<file path="config.mk">
export PLATFORM = sky130hd
export DESIGN_NAME = fwd_fft_mul_pipe_flat
export DESIGN_NICKNAME = d
export VERILOG_FILES = /design/src/rtl/fwd_fft_mul_pkg.sv /design/src/rtl/fwd_fft_mul_pipe_if.sv /design/src/rtl/fwd_fft_mul_round_sat.sv /design/src/rtl/fwd_fft_mul_pipe.sv /design/src/flat_wrapper.sv
export SDC_FILE = /design/constraint.sdc
export NUM_CORES = 1
export LEC_CHECK = 0
export ABC_AREA = 1
export CAP_MARGIN = 20
export CELL_PAD_IN_SITES_DETAIL_PLACEMENT = 2
export CELL_PAD_IN_SITES_GLOBAL_PLACEMENT = 2
export CORE_ASPECT_RATIO = 0.5
export CORE_UTILIZATION = 42
export CTS_BUF_LIST = sky130_fd_sc_hd__clkbuf_4 sky130_fd_sc_hd__clkbuf_8
export CTS_CLUSTER_SIZE = 24
export DETAILED_ROUTE_END_ITERATION = 8
export PLACE_DENSITY_LB_ADDON = 0.12
export REMOVE_ABC_BUFFERS = 1
export SYNTH_ARGS = -nofsm -noshare
export SYNTH_HDL_FRONTEND = slang
export SYNTH_SLANG_ARGS = --single-unit
</file>
<file path="constraint.sdc">
create_clock -name clk -period 13.9 [get_ports clk]
set_input_delay 2.78 -clock clk [delete_from_list [all_inputs] [get_ports clk]]
set_output_delay 2.78 -clock clk [all_outputs]
set_load 0.02 [all_outputs]
</file>
<file path="src/rtl/fwd_fft_mul_pkg.sv">
// Shared constants and saturation-limit helpers for the forward-FFT multiplier.
// Latency: n/a (package).
// Backpressure: n/a (package).
package fwd_fft_mul_pkg;

   localparam int MAX_STAGE = 8;
   // Widest internal datapath the helpers can describe.
   localparam int MAX_W     = 64;

   // Largest representable value of a width-bit result, zero-extended to MAX_W.
   function automatic logic [MAX_W-1:0] sat_max(input int width, input bit is_signed);
      logic [MAX_W-1:0] v;
      v = '0;
      for (int i = 0; i < MAX_W; i++) begin
         if (i < (is_signed ? width - 1 : width)) v[i] = 1'b1;
      end
      return v;
   endfunction

   // Smallest representable value, sign-extended to MAX_W so any low slice keeps its value.
   function automatic logic [MAX_W-1:0] sat_min(input int width, input bit is_signed);
      logic [MAX_W-1:0] v;
      v = '0;
      for (int i = 0; i < MAX_W; i++) begin
         if (is_signed && (i >= width - 1)) v[i] = 1'b1;
      end
      return v;
   endfunction

endpackage

</file>
<file path="src/rtl/fwd_fft_mul_pipe_if.sv">
// Operand/result bundle of the forward-FFT multiplier pipeline.
// Latency: n/a (interface only).
// Backpressure: none; ce is a global stall, there is no ready.
// Signals: ce, in_valid, a, b, ovf_clr (master -> slave); out_valid, dout, ovf (slave -> master).
interface fwd_fft_mul_pipe_if #(
   parameter int A_W   = 24,
   parameter int B_W   = 16,
   parameter int OUT_W = 32
) ();

   logic             ce;
   logic             in_valid;
   logic [A_W-1:0]   a;
   logic [B_W-1:0]   b;
   logic             ovf_clr;
   logic             out_valid;
   logic [OUT_W-1:0] dout;
   logic             ovf;

   modport master (
      output ce, in_valid, a, b, ovf_clr,
      input  out_valid, dout, ovf
   );

   modport slave (
      input  ce, in_valid, a, b, ovf_clr,
      output out_valid, dout, ovf
   );

endinterface

</file>
<file path="src/rtl/fwd_fft_mul_round_sat.sv">
// Scales a full-width product by SHIFT (optionally rounding half up) and clamps it to OUT_W.
// Latency: 0 (purely combinational).
// Backpressure: none.
// Ports: prod_i full product in; res_o scaled/saturated result; sat_o high when clamping occurred.
// Build option: FWD_FFT_MUL_ROUND_EN adds 2^(SHIFT-1) before the shift.
module fwd_fft_mul_round_sat
   import fwd_fft_mul_pkg::*;
#(
   parameter int PW        = 40,
   parameter int OUT_W     = 32,
   parameter int SHIFT     = 0,
   parameter bit IS_SIGNED = 1'b0
) (
   input  logic [PW-1:0]    prod_i,
   output logic [OUT_W-1:0] res_o,
   output logic             sat_o
);

   // One guard bit above the product absorbs the rounding carry; also wide enough to
   // hold OUT_W plus a sign so the range compare is exact in every configuration.
   localparam int W = (PW + 1 > OUT_W + 1) ? PW + 1 : OUT_W + 1;

   localparam logic [MAX_W-1:0] SMAX = sat_max(OUT_W, IS_SIGNED);
   localparam logic [MAX_W-1:0] SMIN = sat_min(OUT_W, IS_SIGNED);

`ifdef FWD_FFT_MUL_ROUND_EN
   localparam int           RS      = (SHIFT > 0) ? SHIFT - 1 : 0;
   localparam logic [W-1:0] RND_ADD = (SHIFT > 0) ? (W'(1) << RS) : '0;
`endif

   logic [W-1:0] ext;
   logic [W-1:0] sum;
   logic [W-1:0] shf;
   logic [W-1:0] hi_lim;
   logic [W-1:0] lo_lim;
   logic         over;
   logic         under;

   assign hi_lim = SMAX[W-1:0];
   assign lo_lim = SMIN[W-1:0];

   always_comb begin
      ext   = {{(W-PW){IS_SIGNED & prod_i[PW-1]}}, prod_i};
`ifdef FWD_FFT_MUL_ROUND_EN
      sum   = ext + RND_ADD;
`else
      sum   = ext;
`endif
      shf   = '0;
      over  = 1'b0;
      under = 1'b0;
      if (IS_SIGNED) begin
         shf   = $signed(sum) >>> SHIFT;
         over  = $signed(shf) > $signed(hi_lim);
         under = $signed(shf) < $signed(lo_lim);
      end else begin
         shf   = sum >> SHIFT;
         over  = shf > hi_lim;
      end
      sat_o = over | under;
      if (over)       res_o = hi_lim[OUT_W-1:0];
      else if (under) res_o = lo_lim[OUT_W-1:0];
      else            res_o = shf[OUT_W-1:0];
   end

endmodule

</file>
<file path="src/rtl/fwd_fft_mul_pipe.sv">
// Pipelined multiplier with per-operand signedness, SHIFT scaling, saturation and sticky overflow.
// Latency: exactly NUM_STAGE ce=1 edges from in_valid to out_valid; one result per ce=1 cycle.
// Backpressure: none; ce=0 freezes every register including valid and ovf.
// Ports: clk, reset (sync, active high); bus (slave) carries ce/in_valid/a/b/ovf_clr in and
//        out_valid/dout/ovf out.
// Build option: FWD_FFT_MUL_ROUND_EN selects round-half-up scaling instead of truncation.
module fwd_fft_mul_pipe
   import fwd_fft_mul_pkg::*;
#(
   parameter int A_W       = 24,
   parameter int B_W       = 16,
   parameter int OUT_W     = 32,
   parameter int SHIFT     = 0,
   parameter int NUM_STAGE = 4,
   parameter bit A_SIGNED  = 1'b0,
   parameter bit B_SIGNED  = 1'b0
) (
   input  logic              clk,
   input  logic              reset,
   fwd_fft_mul_pipe_if.slave bus
);

   localparam int PW        = A_W + B_W;
   localparam int PD        = NUM_STAGE - 2;   // product/balancing registers
   localparam bit IS_SIGNED = A_SIGNED | B_SIGNED;

   if (NUM_STAGE < 2 || NUM_STAGE > MAX_STAGE) begin : g_bad_stage
      $error("fwd_fft_mul_pipe: NUM_STAGE must be in 2..8");
   end
   if (SHIFT < 0 || SHIFT >= PW) begin : g_bad_shift
      $error("fwd_fft_mul_pipe: SHIFT must be in 0..A_W+B_W-1");
   end
   if (((PW + 1 > OUT_W + 1) ? PW + 1 : OUT_W + 1) > MAX_W) begin : g_bad_width
      $error("fwd_fft_mul_pipe: operand/output widths exceed the internal datapath");
   end

   // Stage 1: operand capture.
   logic [A_W-1:0] a_q;
   logic [B_W-1:0] b_q;
   logic           vld1_q;

   always_ff @(posedge clk) begin
      if (reset) begin
         a_q    <= '0;
         b_q    <= '0;
         vld1_q <= 1'b0;
      end else if (bus.ce) begin
         a_q    <= bus.a;
         b_q    <= bus.b;
         vld1_q <= bus.in_valid;
      end
   end

   // Extending both operands to PW makes the low PW bits of the product correct for
   // any signedness mix, and the true product always fits in PW bits.
   logic [PW-1:0] a_ext;
   logic [PW-1:0] b_ext;
   logic [PW-1:0] prod_c;

   assign a_ext  = {{B_W{A_SIGNED & a_q[A_W-1]}}, a_q};
   assign b_ext  = {{A_W{B_SIGNED & b_q[B_W-1]}}, b_q};
   assign prod_c = a_ext * b_ext;

   // Stages 2..NUM_STAGE-1: product register plus balancing delay.
   logic [PW-1:0] prod_fin;
   logic          vld_fin;

   if (PD == 0) begin : g_nobal
      assign prod_fin = prod_c;
      assign vld_fin  = vld1_q;
   end else begin : g_bal
      logic [PW-1:0] prod_q [PD];
      logic [PD-1:0] vld_q;

      always_ff @(posedge clk) begin
         if (reset) begin
            for (int i = 0; i < PD; i++) prod_q[i] <= '0;
            vld_q <= '0;
         end else if (bus.ce) begin
            prod_q[0] <= prod_c;
            vld_q[0]  <= vld1_q;
            for (int i = 1; i < PD; i++) begin
               prod_q[i] <= prod_q[i-1];
               vld_q[i]  <= vld_q[i-1];
            end
         end
      end

      assign prod_fin = prod_q[PD-1];
      assign vld_fin  = vld_q[PD-1];
   end

   logic [OUT_W-1:0] res_c;
   logic             sat_c;

   fwd_fft_mul_round_sat #(
      .PW        (PW),
      .OUT_W     (OUT_W),
      .SHIFT     (SHIFT),
      .IS_SIGNED (IS_SIGNED)
   ) u_round_sat (
      .prod_i (prod_fin),
      .res_o  (res_c),
      .sat_o  (sat_c)
   );

   // Final stage: result register and sticky overflow.
   logic [OUT_W-1:0] dout_q;
   logic [OUT_W-1:0] dout_d;
   logic             out_vld_q;
   logic             ovf_q;
   logic             ovf_d;

   always_comb begin
      dout_d = res_c;
      ovf_d  = ovf_q;
      // A new saturation beats a simultaneous clear; invalid slots never flag.
      if (vld_fin && sat_c) ovf_d = 1'b1;
      else if (bus.ovf_clr) ovf_d = 1'b0;
   end

   always_ff @(posedge clk) begin
      if (reset) begin
         dout_q    <= '0;
         out_vld_q <= 1'b0;
         ovf_q     <= 1'b0;
      end else if (bus.ce) begin
         dout_q    <= dout_d;
         out_vld_q <= vld_fin;
         ovf_q     <= ovf_d;
      end
   end

   assign bus.dout      = dout_q;
   assign bus.out_valid = out_vld_q;
   assign bus.ovf       = ovf_q;

endmodule

</file>
<file path="src/flat_wrapper.sv">
// flat-port wrapper written by rule: the top's interface ports become plain ports
module fwd_fft_mul_pipe_flat import fwd_fft_mul_pkg::*;
#(
   parameter int A_W       = 24,
   parameter int B_W       = 16,
   parameter int OUT_W     = 32,
   parameter int SHIFT     = 0,
   parameter int NUM_STAGE = 4,
   parameter bit A_SIGNED  = 1'b0,
   parameter bit B_SIGNED  = 1'b0
)
  (clk, reset, bus_ce, bus_in_valid, bus_a, bus_b, bus_ovf_clr, bus_out_valid, bus_dout, bus_ovf);
  fwd_fft_mul_pipe_if #(.A_W(A_W), .B_W(B_W), .OUT_W(OUT_W)) bus_i ();
  input  logic clk;
  input  logic reset;
  input wire logic [$bits(bus_i.ce)-1:0] bus_ce;
  input wire logic [$bits(bus_i.in_valid)-1:0] bus_in_valid;
  input wire logic [$bits(bus_i.a)-1:0] bus_a;
  input wire logic [$bits(bus_i.b)-1:0] bus_b;
  input wire logic [$bits(bus_i.ovf_clr)-1:0] bus_ovf_clr;
  output wire logic [$bits(bus_i.out_valid)-1:0] bus_out_valid;
  output wire logic [$bits(bus_i.dout)-1:0] bus_dout;
  output wire logic [$bits(bus_i.ovf)-1:0] bus_ovf;
  assign bus_i.ce = bus_ce;
  assign bus_i.in_valid = bus_in_valid;
  assign bus_i.a = bus_a;
  assign bus_i.b = bus_b;
  assign bus_i.ovf_clr = bus_ovf_clr;
  assign bus_out_valid = bus_i.out_valid;
  assign bus_dout = bus_i.dout;
  assign bus_ovf = bus_i.ovf;
  fwd_fft_mul_pipe #(.A_W(A_W), .B_W(B_W), .OUT_W(OUT_W), .SHIFT(SHIFT), .NUM_STAGE(NUM_STAGE), .A_SIGNED(A_SIGNED), .B_SIGNED(B_SIGNED)) u_core (.clk(clk), .reset(reset), .bus(bus_i));
endmodule
</file>
# == Word level (Yosys, flattened, before mapping) ==
# Memories as Yosys holds them, arrays and structs flattened.
# Cells that the tools add are included.
# totals
regBits,77
mem_bits_rw,80
inputBits,45
out_inout_bits,34
elab_cells,25
memories,1
# op_classes
n_mul,1
magnitude_cmp,1
mux,10
n_bitwise,2
reduce_logical,3
# mem_list
memory,words,word_bits,read_ports,rd_ports_with_merged_regs,wr,line_no,rtl
u_core.g_bal.prod_q,2,40,2,0,2,fwd_fft_mul_pipe.sv:72,logic [PW-1:0] prod_q [PD];
# op_table
cell,n
$mux 40,2
$gt 40x32->1 const B,1
$mul 24x16->40,1
$mux 32,1
$mux 1,7
$or 1x1->1,2
$reduce_and 2->1,1
$reduce_bool 2->1,1
$logic_and 1x1->1,1

# == Depth between registers and ports, before layout ==
# An unclocked memory read counts as a cell.
# logic_depth
ltp_word,5
depth_mapped,28
ltp_nobuf,27

# == Cells and area by module ==
# From an unflattened synthesis, not the netlist that was laid out.
# hier_totals
cells_unflattened,2530
hier_area_um2,19241.0
# by_module_without_submodules
module,instances,cells_per_inst,area_per_inst_um2,seq_area_each_um2
fwd_fft_mul_pipe,1,2455,18924.4,3943.8
fwd_fft_mul_round_sat,1,75,316.6,0.0

# == Least setup slack after synthesis ==
# Ideal clock, no wire load.
# synth_path
path_type,reg2reg
from,register u_core.a_q[14]
to,"memory u_core.g_bal.prod_q[0][31], data pin"
setup_time_ns,0.255
arrival_ns,5.178
required_time_ns,13.645
slack_ns,8.467
path_stages_with_launch,25
synth_period_minus_slack_ns,5.433
path_cell_list,dfxtp_1 -> clkbuf_1 -> clkbuf_1 -> nand2_1 -> fa_1 -> inv_1 -> fa_1 -> inv_1 -> fa_1 -> inv_1 -> fa_1 -> fa_1 -> inv_1 -> fa_1 -> inv_1 -> ha_1 -> nand2_1 -> inv_1 -> nand2_1 -> nor2_1 -> nand4_1 -> nand3_2 -> nand2_1 -> a21oi_1 -> nor2_1
# synth_lines
item,line_no,rtl
start: declaration,fwd_fft_mul_pipe.sv:38,logic [A_W-1:0] a_q;
start signal: assignment,fwd_fft_mul_pipe.sv:48,a_q <= bus.a;
end: declaration,fwd_fft_mul_pipe.sv:72,

==> key figures <==
Outcome
  • Status: finished, violations left
  • Failing checks: DRC

Yosys
  • FF+latch count, synth: roughly 160
  • Synth top cells by count: nand2_1, inv_1, fa_1
  • Top-count cell post-synth: nand2_1
  • Synthesis Warnings: 0
  • Mapped Cells: between 2000 and 2500
  • Mapped Area: 0.0189 mm^2
  • Yosys top cell area share: 0.324
  • Synth area leader: fa_1
  • Synth top area cells: fa_1, nand2_1, edfxtp_1
  • Post-synthesis sequential area ratio: 0.209
  • Commonest register cell after synthesis: edfxtp_1
  • Avg Inst Size Synth: 7.80 um^2
  • Async SR Flop Fraction: 0
  • Synth cell types: 29
  • Post-synth EDFFs: 80

Timing
  • Setup TNS: 0 ns
  • Fmax: 0.148 GHz
  • Unrepaired setup endpoints after global routing: no
  • Final hold vios: 0
  • Final hold slack: between 0.4 and 0.5 ns
  • Worst-Margin Slew: about 1.3 ns
  • Max-slew violations: 0
  • Slew headroom: 0.148
  • Final setup fails: 0
  • Final cycle utilization of the critical path: 0.487
  • Final worst slack: 7.13 ns
  • Tmin final: 6.77 ns
  • Fin Clk Skew: approximately 0.039 ns

Floorplanning
  • Row count: 54
  • Initial cell density of the core: 0.429
  • Die span in y: around 150 um
  • DIE AREA: about 0.046 mm^2
  • Core ar.: around 0.044 mm^2
  • Ports: between 70 and 80
  • Die span in x: 302 um

Detailed routing
  • Drt first pass iters: 7
  • DRC viols: 4
  • M1 WL: roughly 32000 um
  • Antenna violation net count after detailed routing: 0
  • Top Layer Used: met4
  • Met3 Routed Length: 3710 um
  • Metal2 WL: about 34000 um
  • DR vias: between 15000 and 20000
  • WL/cell: 23.6 um
  • DRT iter0 DRCs: approximately 1000
  • Vias per cell: 5.25
  • Routed wire length: 71100 um

Placed design
  • Post-Place Setup Slack: between 7 and 8 ns
  • IO buf count: 78
  • Placed Instances: approximately 3000
  • GP Congestion: 0.842
  • Post-DP Area: a little over 0.02 mm^2
  • Hpwl dp: between 50000 and 60000 um

CTS
  • Num CTS Buffers: 17
  • Clock sinks: approximately 160
  • Clock latency on the worst-skew pair: around 0.53 ns
  • Max Root-Sink Buffers: 2
  • Post-CTS Hold Fix Bufs: 0
  • CTS tree: yes
  • Post-CTS Setup Bufs: 0
  • H-tree levels: 4
  • Clock Pin Slew Worst Setup and Hold Paths: ~0.11 ns
  • CTS root buf: clkbuf_8
  • Post_cts resized: 0

Layout
  • Post-Layout Cell Count: 3019
  • Design area: 0.0206 mm^2
  • Util after Layout: 0.468
  • Share of cells above drive strength 1: 0.0378
  • # diodes: 0
  • Area Overhead vs Synth: 8.96%
  • Nets: between 2000 and 3000

Setup path
  • Worst EP required: around 14 ns
  • Crit Path Class: flip-flop to flip-flop
  • Critical Path Fanout Max: 25
  • CP startpoint kind: flip-flop
  • Crit. End Element: flip-flop
  • Worst path arrival time: a little over 7 ns

Global routing
  • Initial antenna violation count: 0
  • All-Layer GR Usage: 0.318
  • Number of global-route vias before repair: 18500
  • First-pass GRT wire length: 109000 um
  • Pin count of the biggest net entering global routing: 86
  • Grt total ovfl: 0

Power
  • Overall power: between 1 and 1.5 mW
  • Leak Pwr: roughly 11 nW
  • Worst vdd ir: 0.0000632 V
  • Total power divided by cell area: roughly 71 mW/mm^2

Flow run
  • Total of max-cap violations: 0

Worst hold path
  • Tightest Hold Check Type: flip-flop to flip-flop
-- report_power, final --
part | switching, mW | total (mW) | leakage (nW) | internal [mW]
registers | 0.0415 | 0.565 | 1.53 | 0.524
clock network | 0.256 | 0.392 | 0.204 | 0.136
logic | 0.330 | 0.499 | 9.51 | 0.168
-- worst paths after layout --
path | depth (start not counted) | endpoint | startpoint | slack, ns
setup / recovery | 20 | u_core.g_bal.prod_q[0][37] | u_core.b_q[7] | 7.13
hold / removal | 2 | u_core.bus.dout[26] | u_core.g_bal.prod_q[0][66] | 0.48
setup reg to reg | 20 | u_core.g_bal.prod_q[0][37] | u_core.b_q[7] | 7.13
hold reg to reg | 2 | u_core.bus.dout[26] | u_core.g_bal.prod_q[0][66] | 0.48
-- registers in the layout, summed over array words and instances (netlist names) --
name / count
u_core.b_q: 16
u_core.bus.out_valid: 1
u_core.g_bal.vld_q: 2
u_core.vld1_q: 1
u_core.g_bal.prod_q: 80
u_core.bus.dout: 32
u_core.a_q: 24
u_core.bus.ovf: 1
-- metal layers --
layer / GRT usage / up-vias
met1: 0.432 / 8323
li1: - / 6966
met5: 0 / -
met4: 0.0808 / 0
met3: 0.0575 / 128
met2: 0.526 / 424
-- final cells by class --
cell class	instances	area, um^2
well taps	588	736
clock buffers	17	234
inverters	637	2390
multi-input cells	1499	12100
flip-flops and latches	157	3940
repair buffers	106	1050
clock inverters	15	168
fillers	4967	23400
-- placed cells by master (no fill, tap or decap), types with 10 or more instances in the layout --
cell type / count
nand2_1: 692
edfxtp_1: 80
nor2_1: 126
nand3_2: 10
a21oi_1: 55
clkdlybuf4s50_1: 78
inv_1: 634
nand3_1: 94
ha_1: 112
fa_1: 306
dfxtp_1: 77
buf_4: 24
o21ai_0: 60
nand2_2: 12
clkbuf_8: 17
-- logic make-up (layout without fill, tap and decap cells) --
group                    after synthesis  count (layout)  share of synthesized area
flip-flops                           157             157                      0.209
adder cells (fa/ha/maj)              418             418                      0.398
buffers and inverters                765             775                      0.153
XOR/XNOR                               4               4                    0.00185
AO/OA/AOI/OAI                        130             130                     0.0365
AND/OR/NAND/NOR                      947             947                      0.201
-- worst max-delay path: stages (launching register included) --
cell and delay [ns]:
dfxtp_1 1.18, nand2_1 0.20, fa_1 0.58, inv_1 0.06
fa_1 0.49, fa_1 0.62, fa_1 0.47, fa_1 0.52
inv_1 0.06, fa_1 0.66, inv_1 0.11, ha_1 0.44
nand2_1 0.11, nor2_1 0.22, inv_1 0.10, nor3_1 0.24
nand2_1 0.11, nand2_2 0.09, nand2_2 0.06, a21oi_1 0.13
nor2_1 0.06
Note: power is estimated with default switching activity, not from simulation.
